[config.mk]
export PLATFORM = sky130hd
export DESIGN_NAME = encoder_sample_ctrl
export DESIGN_NICKNAME = d
export VERILOG_FILES = /design/src/rtl/encoder_sample_ctrl.sv
export SDC_FILE = /design/constraint.sdc
export NUM_CORES = 1
export LEC_CHECK = 0
export CAP_MARGIN = 25
export CELL_PAD_IN_SITES_DETAIL_PLACEMENT = 1
export CELL_PAD_IN_SITES_GLOBAL_PLACEMENT = 1
export CORE_MARGIN = 2
export CORE_UTILIZATION = 45
export CTS_CLUSTER_SIZE = 30
export DETAILED_ROUTE_END_ITERATION = 10
export PLACE_DENSITY = 0.68
export SLEW_MARGIN = 0
export SYNTH_ARGS = -nofsm -noshare
export SYNTH_HDL_FRONTEND = slang
export SYNTH_SLANG_ARGS = --single-unit
[constraint.sdc]
create_clock -name clk -period 3.8 [get_ports clk]
set_input_delay 0.76 -clock clk [delete_from_list [all_inputs] [get_ports clk]]
set_output_delay 0.76 -clock clk [all_outputs]
set_load 0.02 [all_outputs]
[src/rtl/encoder_sample_ctrl.sv]
// Encoder sample sequencer: periodic snapshot of speed/step into a FIFO,
// optional clear pulse to the encoder core, Avalon-MM register access and irq.
module encoder_sample_ctrl #(
  parameter int unsigned FIFO_DEPTH     = 16,
  parameter int unsigned DEFAULT_PERIOD = 50000
) (
  input  logic        clk,
  input  logic        rst_n,
  input  logic [7:0]  avs_address,
  input  logic        avs_write,
  input  logic [31:0] avs_write_data,
  input  logic        avs_read,
  output logic [31:0] avs_read_data,
  input  logic [31:0] speed,
  input  logic [31:0] step,
  output logic        clear,
  output logic        irq
);

  localparam int unsigned AW = (FIFO_DEPTH > 1) ? $clog2(FIFO_DEPTH) : 1;
  localparam int unsigned LW = AW + 1;
  localparam int unsigned DW = 32;

  localparam logic [7:0] ADDR_CTRL       = 8'h00;
  localparam logic [7:0] ADDR_PERIOD     = 8'h01;
  localparam logic [7:0] ADDR_STATUS     = 8'h02;
  localparam logic [7:0] ADDR_WMARK      = 8'h03;
  localparam logic [7:0] ADDR_HEAD_SPEED = 8'h04;
  localparam logic [7:0] ADDR_HEAD_STEP  = 8'h05;

  typedef struct packed {
    logic [DW-1:0] speed;
    logic [DW-1:0] step;
  } sample_t;

  typedef enum logic [1:0] {IDLE, COUNT, CAPTURE, CLEAR} state_t;

  state_t        state, state_d;
  logic [DW-1:0] cnt, cnt_d;
  logic          push_c, clear_d;

  logic          ctrl_enable, ctrl_auto_clear, ctrl_irq_en;
  logic [DW-1:0] period;
  logic [6:0]    wmark;
  logic          ovf;

  sample_t       mem [FIFO_DEPTH];
  logic [LW-1:0] wr_ptr, rd_ptr;
  logic [LW-1:0] level_c;
  logic [6:0]    level7_c;
  logic          full_c, empty_c, pop_c, accept_c;
  sample_t       head_c;

  logic          wr_ctrl_c, wr_period_c, wr_status_c, wr_wmark_c, soft_clear_c;
  logic [DW-1:0] rd_mux_c;

  // FIFO occupancy and bus decode
  always_comb begin
    level_c      = wr_ptr - rd_ptr;
    level7_c     = 7'(level_c);
    full_c       = (level_c == LW'(FIFO_DEPTH));
    empty_c      = (level_c == '0);
    head_c       = mem[rd_ptr[AW-1:0]];
    pop_c        = avs_read && (avs_address == ADDR_HEAD_STEP) && !empty_c;
    accept_c     = push_c && (!full_c || pop_c);
    wr_ctrl_c    = avs_write && (avs_address == ADDR_CTRL);
    wr_period_c  = avs_write && (avs_address == ADDR_PERIOD);
    wr_status_c  = avs_write && (avs_address == ADDR_STATUS);
    wr_wmark_c   = avs_write && (avs_address == ADDR_WMARK);
    soft_clear_c = wr_ctrl_c && avs_write_data[2];
  end

  // Sequencer next state; CLEAR cycle counts toward the sample period
  always_comb begin
    state_d = state;
    cnt_d   = cnt;
    push_c  = 1'b0;
    clear_d = 1'b0;
    if (!ctrl_enable) begin
      state_d = IDLE;
    end else begin
      unique case (state)
        IDLE: begin
          state_d = COUNT;
          cnt_d   = period - 32'd1;
        end
        COUNT: begin
          if (cnt == '0) state_d = CAPTURE;
          else           cnt_d   = cnt - 32'd1;
        end
        CAPTURE: begin
          push_c  = 1'b1;
          cnt_d   = period - 32'd2;
          state_d = ctrl_auto_clear ? CLEAR : COUNT;
        end
        CLEAR: begin
          if (cnt == '0) begin
            state_d = CAPTURE;
          end else begin
            cnt_d   = cnt - 32'd1;
            state_d = COUNT;
          end
        end
        default: state_d = IDLE;
      endcase
    end
    // A soft clear landing while CLEAR already drives the pulse is absorbed
    clear_d = (state_d == CLEAR) || (soft_clear_c && (state != CLEAR));
  end

  // Register read mux (pre-write values)
  always_comb begin
    rd_mux_c = '0;
    unique case (avs_address)
      ADDR_CTRL:       rd_mux_c = 32'({ctrl_irq_en, 1'b0, ctrl_auto_clear, ctrl_enable});
      ADDR_PERIOD:     rd_mux_c = period;
      ADDR_STATUS:     rd_mux_c = 32'({irq, ovf, 1'b0, level7_c});
      ADDR_WMARK:      rd_mux_c = 32'(wmark);
      ADDR_HEAD_SPEED: rd_mux_c = empty_c ? '0 : head_c.speed;
      ADDR_HEAD_STEP:  rd_mux_c = empty_c ? '0 : head_c.step;
      default:         rd_mux_c = '0;
    endcase
  end

  // FIFO storage; contents are invalidated by pointer reset only
  always_ff @(posedge clk) begin
    if (accept_c) mem[wr_ptr[AW-1:0]] <= '{speed: speed, step: step};
  end

  // Control/status registers, FSM state and registered outputs
  always_ff @(posedge clk or negedge rst_n) begin
    if (!rst_n) begin
      state           <= IDLE;
      cnt             <= '0;
      clear           <= 1'b0;
      irq             <= 1'b0;
      avs_read_data   <= '0;
      ctrl_enable     <= 1'b0;
      ctrl_auto_clear <= 1'b0;
      ctrl_irq_en     <= 1'b0;
      period          <= DW'(DEFAULT_PERIOD);
      wmark           <= '0;
      ovf             <= 1'b0;
      wr_ptr          <= '0;
      rd_ptr          <= '0;
    end else begin
      state         <= state_d;
      cnt           <= cnt_d;
      clear         <= clear_d;
      avs_read_data <= avs_read ? rd_mux_c : '0;
      irq           <= ctrl_irq_en && (ovf || ((wmark != '0) && (level7_c >= wmark)));
      if (wr_ctrl_c) begin
        ctrl_enable     <= avs_write_data[0];
        ctrl_auto_clear <= avs_write_data[1];
        ctrl_irq_en     <= avs_write_data[3];
      end
      if (wr_period_c) period <= (avs_write_data < 32'd2) ? 32'd2 : avs_write_data;
      if (wr_wmark_c)  wmark  <= avs_write_data[6:0];
      if (push_c && full_c && !pop_c)           ovf <= 1'b1;
      else if (wr_status_c && avs_write_data[8]) ovf <= 1'b0;
      if (accept_c) wr_ptr <= wr_ptr + LW'(1);
      if (pop_c)    rd_ptr <= rd_ptr + LW'(1);
    end
  end

endmodule
* Word level (Yosys, flattened, before mapping)
Memories as Yosys holds them, arrays and structs flattened. Cells that the tools add are included.
Word-level totals: bits in registers 121, bits in writable memories 1024, input bits 108, output and inout bits 34, word-level logic and storage cells 80, memories 1
Operators by class: $add $sub $neg 6, magnitude comparators 2, eq/ne operators 12, muxes and demuxes 18, reductions and logical operators 28
Memory list:
- mem | depth 16, bits a word 64, read ports 1, clocked after memory_dff 0, wr ports 1, line 47 | sample_t mem [FIFO_DEPTH];
Operators by type and width (count):
- $pmux 32 s6 | 1
- $mux 32 | 5
- $pmux 32 s3 | 1
- $sub 32x1->32 const B | 2
- $logic_not 32->1 | 1
- $lt 32x2->1 const B | 1
- $sub 32x2->32 const B | 1
- $eq 8x2->1 const B | 2
- $eq 8x3->1 const B | 2
- $logic_and 1x1->1 | 14
- $add 5x1->5 const B | 2
- $eq 8x1->1 const B | 1
- $logic_not 8->1 | 1
- $mux 2 | 4
- $pmux 2 s4 | 1
- $ge 5x7->1 | 1
- $reduce_bool 7->1 | 1
- $eq 2x2->1 const B | 3
- $mux 1 | 6
- $eq 5x5->1 const B | 1
- $logic_not 5->1 | 1
- $sub 5x5->5 | 1
- $ne 2x2->1 const B | 2
- $logic_not 1->1 | 3
- 6 further kinds | 8

* Logic depth before layout (Yosys ltp)
Gate-level depths: netlist of run 1.
depth in word-level cells 8, mapped depth 15, mapped depth without buffers 11

* Worst setup path before layout of run 1
Ideal clock, no wire load.
path kind reg2reg, start point register wr_ptr[0], end point memory mem[11][0] in the netlist's numbering (enable), library setup time 429 ps, arrival 3745 ps, required time 3371 ps, setup slack -374 ps, cell stages (with the launch flop) 12, path buffers 1, clock period less this slack 4174 ps, cell sequence dfrtp_1 -> inv_1 -> ha_1 -> inv_1 -> fa_1 -> xor2_1 -> nor3b_1 -> or4b_1 -> nand2_1 -> a31oi_1 -> clkbuf_1 -> and3_1
Between the ends: word-level cells in the longest chain between the ends 8, elaborated cells on any way between the ends 10, those cells by class 1 x add/sub; 1 x eq/ne; 2 x mux; 6 x reduce/logical
RTL lines:
- from (decl) | line 48 | logic [LW-1:0] wr_ptr, rd_ptr;
- from (signal assigned) | line 161 | if (accept_c) wr_ptr <= wr_ptr + LW'(1);
- $sub 5x5->5 | line 59 | level_c = wr_ptr - rd_ptr;
- $logic_not 5->1 | line 62 | empty_c = (level_c == '0);
- $logic_not 1->1 | line 64 | pop_c = avs_read && (avs_address == ADDR_HEAD_STEP) && !empty_c;
- $logic_and 1x1->1 | line 64
- $logic_or 1x1->1 | line 65 | accept_c = push_c && (!full_c || pop_c);
- $logic_and 1x1->1 | line 65
- $mux 1 | line 127 | if (accept_c) mem[wr_ptr[AW-1:0]] <= '{speed: speed, step: step};
- $mux 1 (implied by the code) | line 127
- to (decl) | line 47
Several ways; a longest one is shown, not always the timed one.

* Worst setup path in the final report of run 1
start point register wr_ptr[0], end point memory mem[12][15] in the netlist's numbering (enable)
Same word-level chain as after synthesis.

==> results of run 1 <==
[placed cells by master, fill, tap and decap left out, drive strengths merged, types with 11 or more instances in the layout]
cell / synthesis / layout
clkbuf: 85 / 145
a22oi: 41 / 41
nor2: 73 / 73
xnor2: 25 / 25
buf: 55 / 120
and3: 16 / 16
ha: 16 / 16
a21oi: 59 / 59
dfrtp: 115 / 115
o21ai: 58 / 58
a221oi: 25 / 25
edfxtp: 1024 / 1024
or3: 11 / 11
mux4: 280 / 280
mux2i: 77 / 77
nor3: 42 / 42
inv: 20 / 27
clkinv: 2 / 53
xor2: 37 / 37
nand2: 83 / 83
clkdlybuf4s50: 0 / 140
nor4: 29 / 29
mux2: 42 / 42
nand3: 16 / 16
[through the flow]
step                hold slack [ps]  instance area [µm²]  total power [mW]  setup slack [ps]
finish                          152                53900              26.7               154
global route                    177                53900              27.5              65.3
CTS                             144                53900              26.9               220
detailed placement              506                50300              16.1               143
global placement                500                50300              16.1               152
floorplan                       462                46100              15.4               181
[metal layers]
| metal | routed length [µm] | vias to the layer above |
|---|---|---|
| met4 | 2800 | 8 |
| met3 | 7650 | 153 |
| li1 | - | 10200 |
| met2 | 63000 | 872 |
| met5 | 48 | - |
| met1 | 51900 | 13100 |
[worst max-delay path: stages, from the launching register on]
cell,delay [ps]
dfrtp_1,420
inv_1,210
ha_1,210
inv_1,70
fa_1,410
xor2_1,280
nor3b_1,110
or4b_1,210
nand2_1,90
a31oi_1,360
buf_4,330
and3_4,360
buf_4,260
[cell families after synthesis]
family	after synthesis	synth area share
muxes	399	0.164
xor gates and xnor gates	62	0.0118
AOI/OAI and AO/OA	240	0.0349
and+or+nand+nor	324	0.0365
buffers and inverters	162	0.0149
DFF	1145	0.733
adders and majority gates	17	0.00478
[how the worst max path moves through the flow]
| stage | start | to | slack [ps] |
|---|---|---|---|
| 2_1_floorplan | state[0]$_DFF_PN0_ | cnt[28]$_DFFE_PN0P_ | 180 |
| 4_1_cts | wr_ptr[0]$_DFFE_PN0P_ | avs_read_data[19]$_DFF_PN0_ | 220 |
| 6_report | wr_ptr[0]$_DFFE_PN0P_ | mem[12][15]$_DFFE_PP_ | 150 |
| 3_3_place_gp | avs_address[3] | mem[14][30]$_DFFE_PP_ | 150 |
| 3_5_place_dp | avs_address[3] | mem[14][10]$_DFFE_PP_ | 140 |
| 5_1_grt | wr_ptr[0]$_DFFE_PN0P_ | mem[12][13]$_DFFE_PP_ | 70 |
[synthesized netlist by cell type (all sizes together) (20+ instances only)]
master,count,area [µm²]
a22oi,41,308
nand2,83,312
nor3,42,225
nor2,73,277
mux2i,77,771
edfxtp,1024,30700
a21oi,59,295
clkbuf,85,319
nor4,29,218
inv,20,75.1
xor2,37,324
dfrtp,115,2880
mux2,42,473
a221oi,25,225
o21ai,58,290
mux4,280,6310
buf,55,285
xnor2,25,219
[power by group through the flow]
stage | sequential, mW | combinational (mW) | clock [mW]
2_1_floorplan | 14.2 | 1.19 | 0
3_3_place_gp | 14.3 | 1.83 | 0
3_5_place_dp | 14.3 | 1.87 | 0
4_1_cts | 14.0 | 1.88 | 11.0
5_1_grt | 14.0 | 2.01 | 11.5
6_report | 14.0 | 1.86 | 10.9
[registers in the layout (all words and copies together) (netlist names), 2 cells and up]
register / count
avs_read_data: 32
cnt: 32
mem: 1024
period: 32
rd_ptr: 5
state: 2
wmark: 7
wr_ptr: 5
[layout make-up]
type	count	area (µm²)
clock buffer	145	3040
multi-input combinational	1042	11700
timing repair buffer	260	2960
fill	9128	47700
antenna	5	12.5
clock inverter	69	541
tap	1368	1710
inverter	22	85.1
sequential	1145	33800
[repair_timing]
item | 4_1_cts | 5_1_grt
endpoints found under the setup margin | 0 | 4
resized for setup | 0 | 1
setup buffers | 0 | 0
hold buffers | 0 | 0
==> reports/results.ini, run 1 <==
[worst_setup_path]
reg2reg_slack_ps = 150
critPathRequiredTime_ps = 4180
cp_data_arrival_time_ps = 4030
critPathLaunchType = flip-flop
cp_max_fo = 21
r2r_start = wr_ptr[0]$_DFFE_PN0P_
cp-end-kind = flip-flop
ff2ff_path_depth = 12
r2r-end = mem[12][15]$_DFFE_PP_
worstSetupPathType = reg -> reg

[timing]
finalCritPeriodShare = 0.959
tightestPinTransition_ps = 1060
final.setup_skew_ps = 33.9
finalCriticalPeriod_ps = 3650
setup_viol = 0
relSlewSlack = 0.290
drv_slew = 0
setup_tns_ps = 0
rsz0062_at_grt = false
hold_viol = 0
fmax_mhz = 274

[power_and_ir_drop]
ir_drop_mv = 0.401
p_int_mw = 20.8
p_clk_frac = 0.406
switching_power_mw = 5.94
power_frac_comb = 0.070
seqPwrFrac = 0.524
powerDensity_nw_per_um2 = 496
switching_share = 0.222
leakage_nw = 17.6

[cts]
h-tree-depth = 3
root_buffer = clkbuf_16
cts_made_buffers = 115
cts_tree = built
cts.reportedPaths.clkPinSlew_ps = 60
cts_buffer_depth = 3
clk_latency_ps = 700
cts.sinks = 1145

[placed_design]
dp.cells = 3837
port_buffers = 141
hpwl_um = 80100
gp_congestion = 0.880

[global_route]
met1_usage = 0.335
grt_pass1_wl_um = 184000
antenna_found_initial = 9
use_met2 = 0.410
use_met3 = 0.0369
track_usage = 0.244
grt_max_degree = 136
grt_pass1_vias = 25800
grt-ovfl-total = 0
top_usage_layer = met2

[outcome]
outcome = completed

[routing]
drtAntennaViolNets = 0
via_count = 24300
first_pass_iters = 5
routedWlPerCell_um = 30.9
avgViaCountPerCell = 5.98
drc = 0
routed_wl_um = 125000
drtIter0Drc = 2409

[logic_synthesis]
synth_ff_type = edfxtp_1
ys_async_sr_fraction = 0.106
synth-edff-count = 1024
ys_seq_area_frac = 0.733
yosys_warnings = 0
syn_area_um2 = 46100
synth_nets = 2474
ys_ff_latch = 1145
synth.avg_cell_area_um2 = 19.6
synth_cells = 2349
ys_types = 69

[layout]
fin_util = 0.530
fin_nets = 2711
drive_gt1_frac = 0.243
syn2layout_area_growth_pct = 16.9
finalNonFillerCells = 4056

[floorplanning]
die_h_um = 324
dieArea_um2 = 105000
ios = 142
placement_rows = 117
die_x_um = 324
core_area_um2 = 102000
initial_core_util = 0.454

[job]
cap_viol_max_count = 0

[hold_path]
hp-class = in -> async

Note: power is estimated with default switching activity, not from simulation.
==> run 2, diff against run 1 <==
--- a/config.mk
+++ b/config.mk
@@ -5,7 +5,6 @@
 export SDC_FILE = /design/constraint.sdc
 export NUM_CORES = 1
 export LEC_CHECK = 0
-export CAP_MARGIN = 25
 export CELL_PAD_IN_SITES_DETAIL_PLACEMENT = 1
 export CELL_PAD_IN_SITES_GLOBAL_PLACEMENT = 1
 export CORE_MARGIN = 2
@@ -13,7 +12,6 @@
 export CTS_CLUSTER_SIZE = 30
 export DETAILED_ROUTE_END_ITERATION = 10
 export PLACE_DENSITY = 0.68
-export SLEW_MARGIN = 0
 export SYNTH_ARGS = -nofsm -noshare
 export SYNTH_HDL_FRONTEND = slang
 export SYNTH_SLANG_ARGS = --single-unit
==> results of run 2 <==
The final DEF is identical to that of run 1; final timing and power are the same.
==> run 3, diff against run 2 <==
--- a/config.mk
+++ b/config.mk
@@ -5,13 +5,14 @@
 export SDC_FILE = /design/constraint.sdc
 export NUM_CORES = 1
 export LEC_CHECK = 0
+export ABC_AREA = 1
 export CELL_PAD_IN_SITES_DETAIL_PLACEMENT = 1
 export CELL_PAD_IN_SITES_GLOBAL_PLACEMENT = 1
 export CORE_MARGIN = 2
 export CORE_UTILIZATION = 45
 export CTS_CLUSTER_SIZE = 30
 export DETAILED_ROUTE_END_ITERATION = 10
-export PLACE_DENSITY = 0.68
+export PLACE_DENSITY = 0.73
 export SYNTH_ARGS = -nofsm -noshare
 export SYNTH_HDL_FRONTEND = slang
 export SYNTH_SLANG_ARGS = --single-unit
==> run 3 against run 2 <==
Against the previous run: non-clock buffer count fell by 33; clock-buffer cell count decreased by 3; area after synthesis increased by 7.0%; global-route usage rose by 3.8 points; critical path type unchanged; critical endpoint is now mem[3][13]$_DFFE_PP_; largest power group unchanged.
==> reports/results.ini, run 3 <==
[worst_setup_path]
reg2reg_slack_ps = 650  ; +500 ps
cp-end-kind = flip-flop
r2r_start = rd_ptr[0]$_DFFE_PN0P_
r2r-end = mem[3][13]$_DFFE_PP_
critPathRequiredTime_ps = 4150  ; -30 ps
cp_max_fo = 28  ; +33%
critPathLaunchType = flip-flop
cp_data_arrival_time_ps = 3500  ; -530 ps
worstSetupPathType = reg -> reg
ff2ff_path_depth = 10  ; -2

[floorplanning]
core_area_um2 = 109000  ; +7.0%
die_h_um = 335  ; +3.4%
initial_core_util = 0.453  ; about the same
ios = 142  ; unchanged
placement_rows = 121  ; +3.4%
die_x_um = 335  ; +3.4%
dieArea_um2 = 112000  ; +6.9%

[power_and_ir_drop]
leakage_nw = 20.9  ; +19%
switching_power_mw = 7.41  ; +25%
powerDensity_nw_per_um2 = 506  ; +2.1%
p_clk_frac = 0.402  ; -0.004
power_frac_comb = 0.104  ; +0.034
total_power_mw = 28.5  ; +6.8%
seqPwrFrac = 0.494  ; -0.030
switching_share = 0.260  ; +0.0373
ir_drop_mv = 0.403  ; +0.28%
p_int_mw = 21.1  ; +1.6%

[layout]
largest_register_ff_count = 1024  ; unchanged
final_common_cell = nand2_1
fin_nets = 4880  ; +80%
drive_gt1_frac = 0.0764  ; -0.166
syn2layout_area_growth_pct = 14.3
final_cell_mix = nand2_1, edfxtp_1, nand3_1
fin_util = 0.518  ; -0.0119
diodes = 0  ; -5

[logic_synthesis]
synth-edff-count = 1024  ; unchanged
synth_top_area_share = 0.624  ; -0.0435
syn_area_um2 = 49300  ; +7.0%
synth_cells = 4654  ; +98%
yosys-top-cells-count = nand2_1, edfxtp_1, nand3_1
synth_ff_type = edfxtp_1
ys_ff_latch = 1145  ; unchanged
synth_nets = 4779  ; +93%
ys_top_cells_by_area = edfxtp_1, nand2_1, dfrtp_1, nand3_1, a21oi_1
synth_area_leader_cell = edfxtp_1
ys_async_sr_fraction = 0.106  ; unchanged
yosys_warnings = 0  ; unchanged
ys_seq_area_frac = 0.685  ; -0.0478
synth.avg_cell_area_um2 = 10.6  ; -46%
ys_types = 48  ; -30%
synthMostInstantiatedCell = nand2_1

[timing]
rsz0062_at_grt = false
drv_slew = 0  ; unchanged
finalCriticalPeriod_ps = 3150  ; -496 ps
hold_viol = 0  ; unchanged
final.setup_skew_ps = 40.7  ; +6.71 ps
finalCritPeriodShare = 0.829  ; -0.131
tightestPinTransition_ps = 1060  ; -9.34 ps
relSlewSlack = 0.294  ; +0.00402
setup_viol = 0  ; unchanged
fmax_mhz = 317  ; +16%

[routing]
via_count = 35700  ; +47%
drtIter0Drc = 3549  ; +47%
drtAntennaViolNets = 0  ; unchanged
routed_wl_um = 157000  ; +26%
first_pass_iters = 5  ; unchanged
routedWlPerCell_um = 25.2  ; -19%
avgViaCountPerCell = 5.71  ; -4.6%
drc = 0  ; unchanged

[outcome]
outcome = completed

[placed_design]
port_buffers = 141  ; unchanged
gp_congestion = 0.912  ; +3.6%
hpwl_um = 97900  ; +22%

[hold_path]
min_from = cnt[8]$_DFFE_PN0P_
min_to = cnt[8]$_DFFE_PN0P_
min_path_cells = 2
hp-class = reg -> reg

[global_route]
antenna_found_initial = 1  ; -8
grt_pass1_vias = 37100  ; +44%
grt_pass1_wl_um = 237000  ; +28%
grt_max_degree = 191  ; +40%
track_usage = 0.282  ; +0.0377
grt-ovfl-total = 0  ; unchanged

[cts]
cts.sinks = 1145  ; unchanged
cts_made_buffers = 118  ; +2.6%
cts_buffer_depth = 3  ; unchanged
cts.reportedPaths.clkPinSlew_ps = 60  ; about the same
root_buffer = clkbuf_16
hold_buffers = 1  ; +1
postCtsSetupBuffers = 0  ; unchanged
h-tree-depth = 3  ; unchanged
clk_latency_ps = 730  ; +30 ps
cts_tree = built
cts_resized = 0  ; unchanged

[job]
cap_viol_max_count = 0  ; unchanged

run 3: cell type report:
class	instances	area [µm²]
Tap cell	1414	1770
Multi-Input combinational cell	3074	13700
Clock buffer	142	3140
Clock inverter	68	653
Fill cell	11700	52400
Sequential cell	1145	33800
Inverter	189	736
Timing Repair Buffer	227	2510
run 3: worst max-delay path by stage:
| stage | depth (start not counted) | startpoint | end | slack [ps] |
|---|---|---|---|---|
| after CTS | 10 | rd_ptr[0]$_DFFE_PN0P_ | mem[12][12]$_DFFE_PP_ | 660 |
| after detailed placement | 10 | avs_address[0] | mem[12][45]$_DFFE_PP_ | 410 |
| after global routing | 10 | rd_ptr[0]$_DFFE_PN0P_ | mem[0][23]$_DFFE_PP_ | 530 |
| after global placement | 11 | avs_address[7] | mem[5][61]$_DFFE_PP_ | 440 |
| final | 10 | rd_ptr[0]$_DFFE_PN0P_ | mem[3][13]$_DFFE_PP_ | 650 |
| after floorplan | 12 | rd_ptr[3]$_DFFE_PN0P_ | mem[10][0]$_DFFE_PP_ | -340 |
run 3: kinds of logic (layout without fill, tap and decap cells):
logic type	count (synthesis)	after routing	synth area share
buffers and inverters	435	626	0.0390
AOI/OAI and AO/OA	509	509	0.0558
adders and majority gates	17	17	0.00447
and+or+nand+nor	2523	2523	0.211
DFF	1145	1145	0.685
muxes	1	1	0.000228
xor gates and xnor gates	24	24	0.00442
run 3: layer usage:
| layer | vias to the layer above | global-route usage | part of all wire |
|---|---|---|---|
| li1 | 16100 | - | - |
| met3 | 322 | 0.0361 | 0.058 |
| met4 | 2 | 0.123 | 0.047 |
| met5 | - | 0 | 0.00034 |
| met2 | 1172 | 0.468 | 0.48 |
| met1 | 18200 | 0.372 | 0.41 |
run 3: power by group through the flow:
stage | Sequential (mW) | Clock (mW) | Combinational [mW]
floorplan | 14.3 | 0 | 1.64
global placement | 14.4 | 0 | 2.85
detailed placement | 14.4 | 0 | 2.92
CTS | 14.1 | 11.6 | 2.95
global route | 14.1 | 12.1 | 3.25
finish | 14.1 | 11.5 | 2.95
run 3: critical path, stage by stage, from the launching register on:
cell	delay (ps)
dfrtp_4	580
ha_1	200
inv_1	60
fa_1	390
xor2_1	260
nor2_1	140
nand3_1	140
nand2_2	160
buf_12	260
nor2_4	130
buf_4	400
run 3: metrics by stage:
step,cell area (µm²),instances,setup slack (ps),hold slack (ps),TNS [ps]
after global routing,56300,6259,531,540,0
after floorplan,49300,4654,-340,449,-311410
after CTS,56300,6259,661,490,0
after detailed placement,52500,6048,408,475,0
after global placement,52500,6048,441,465,0
final,56300,6259,650,490,0
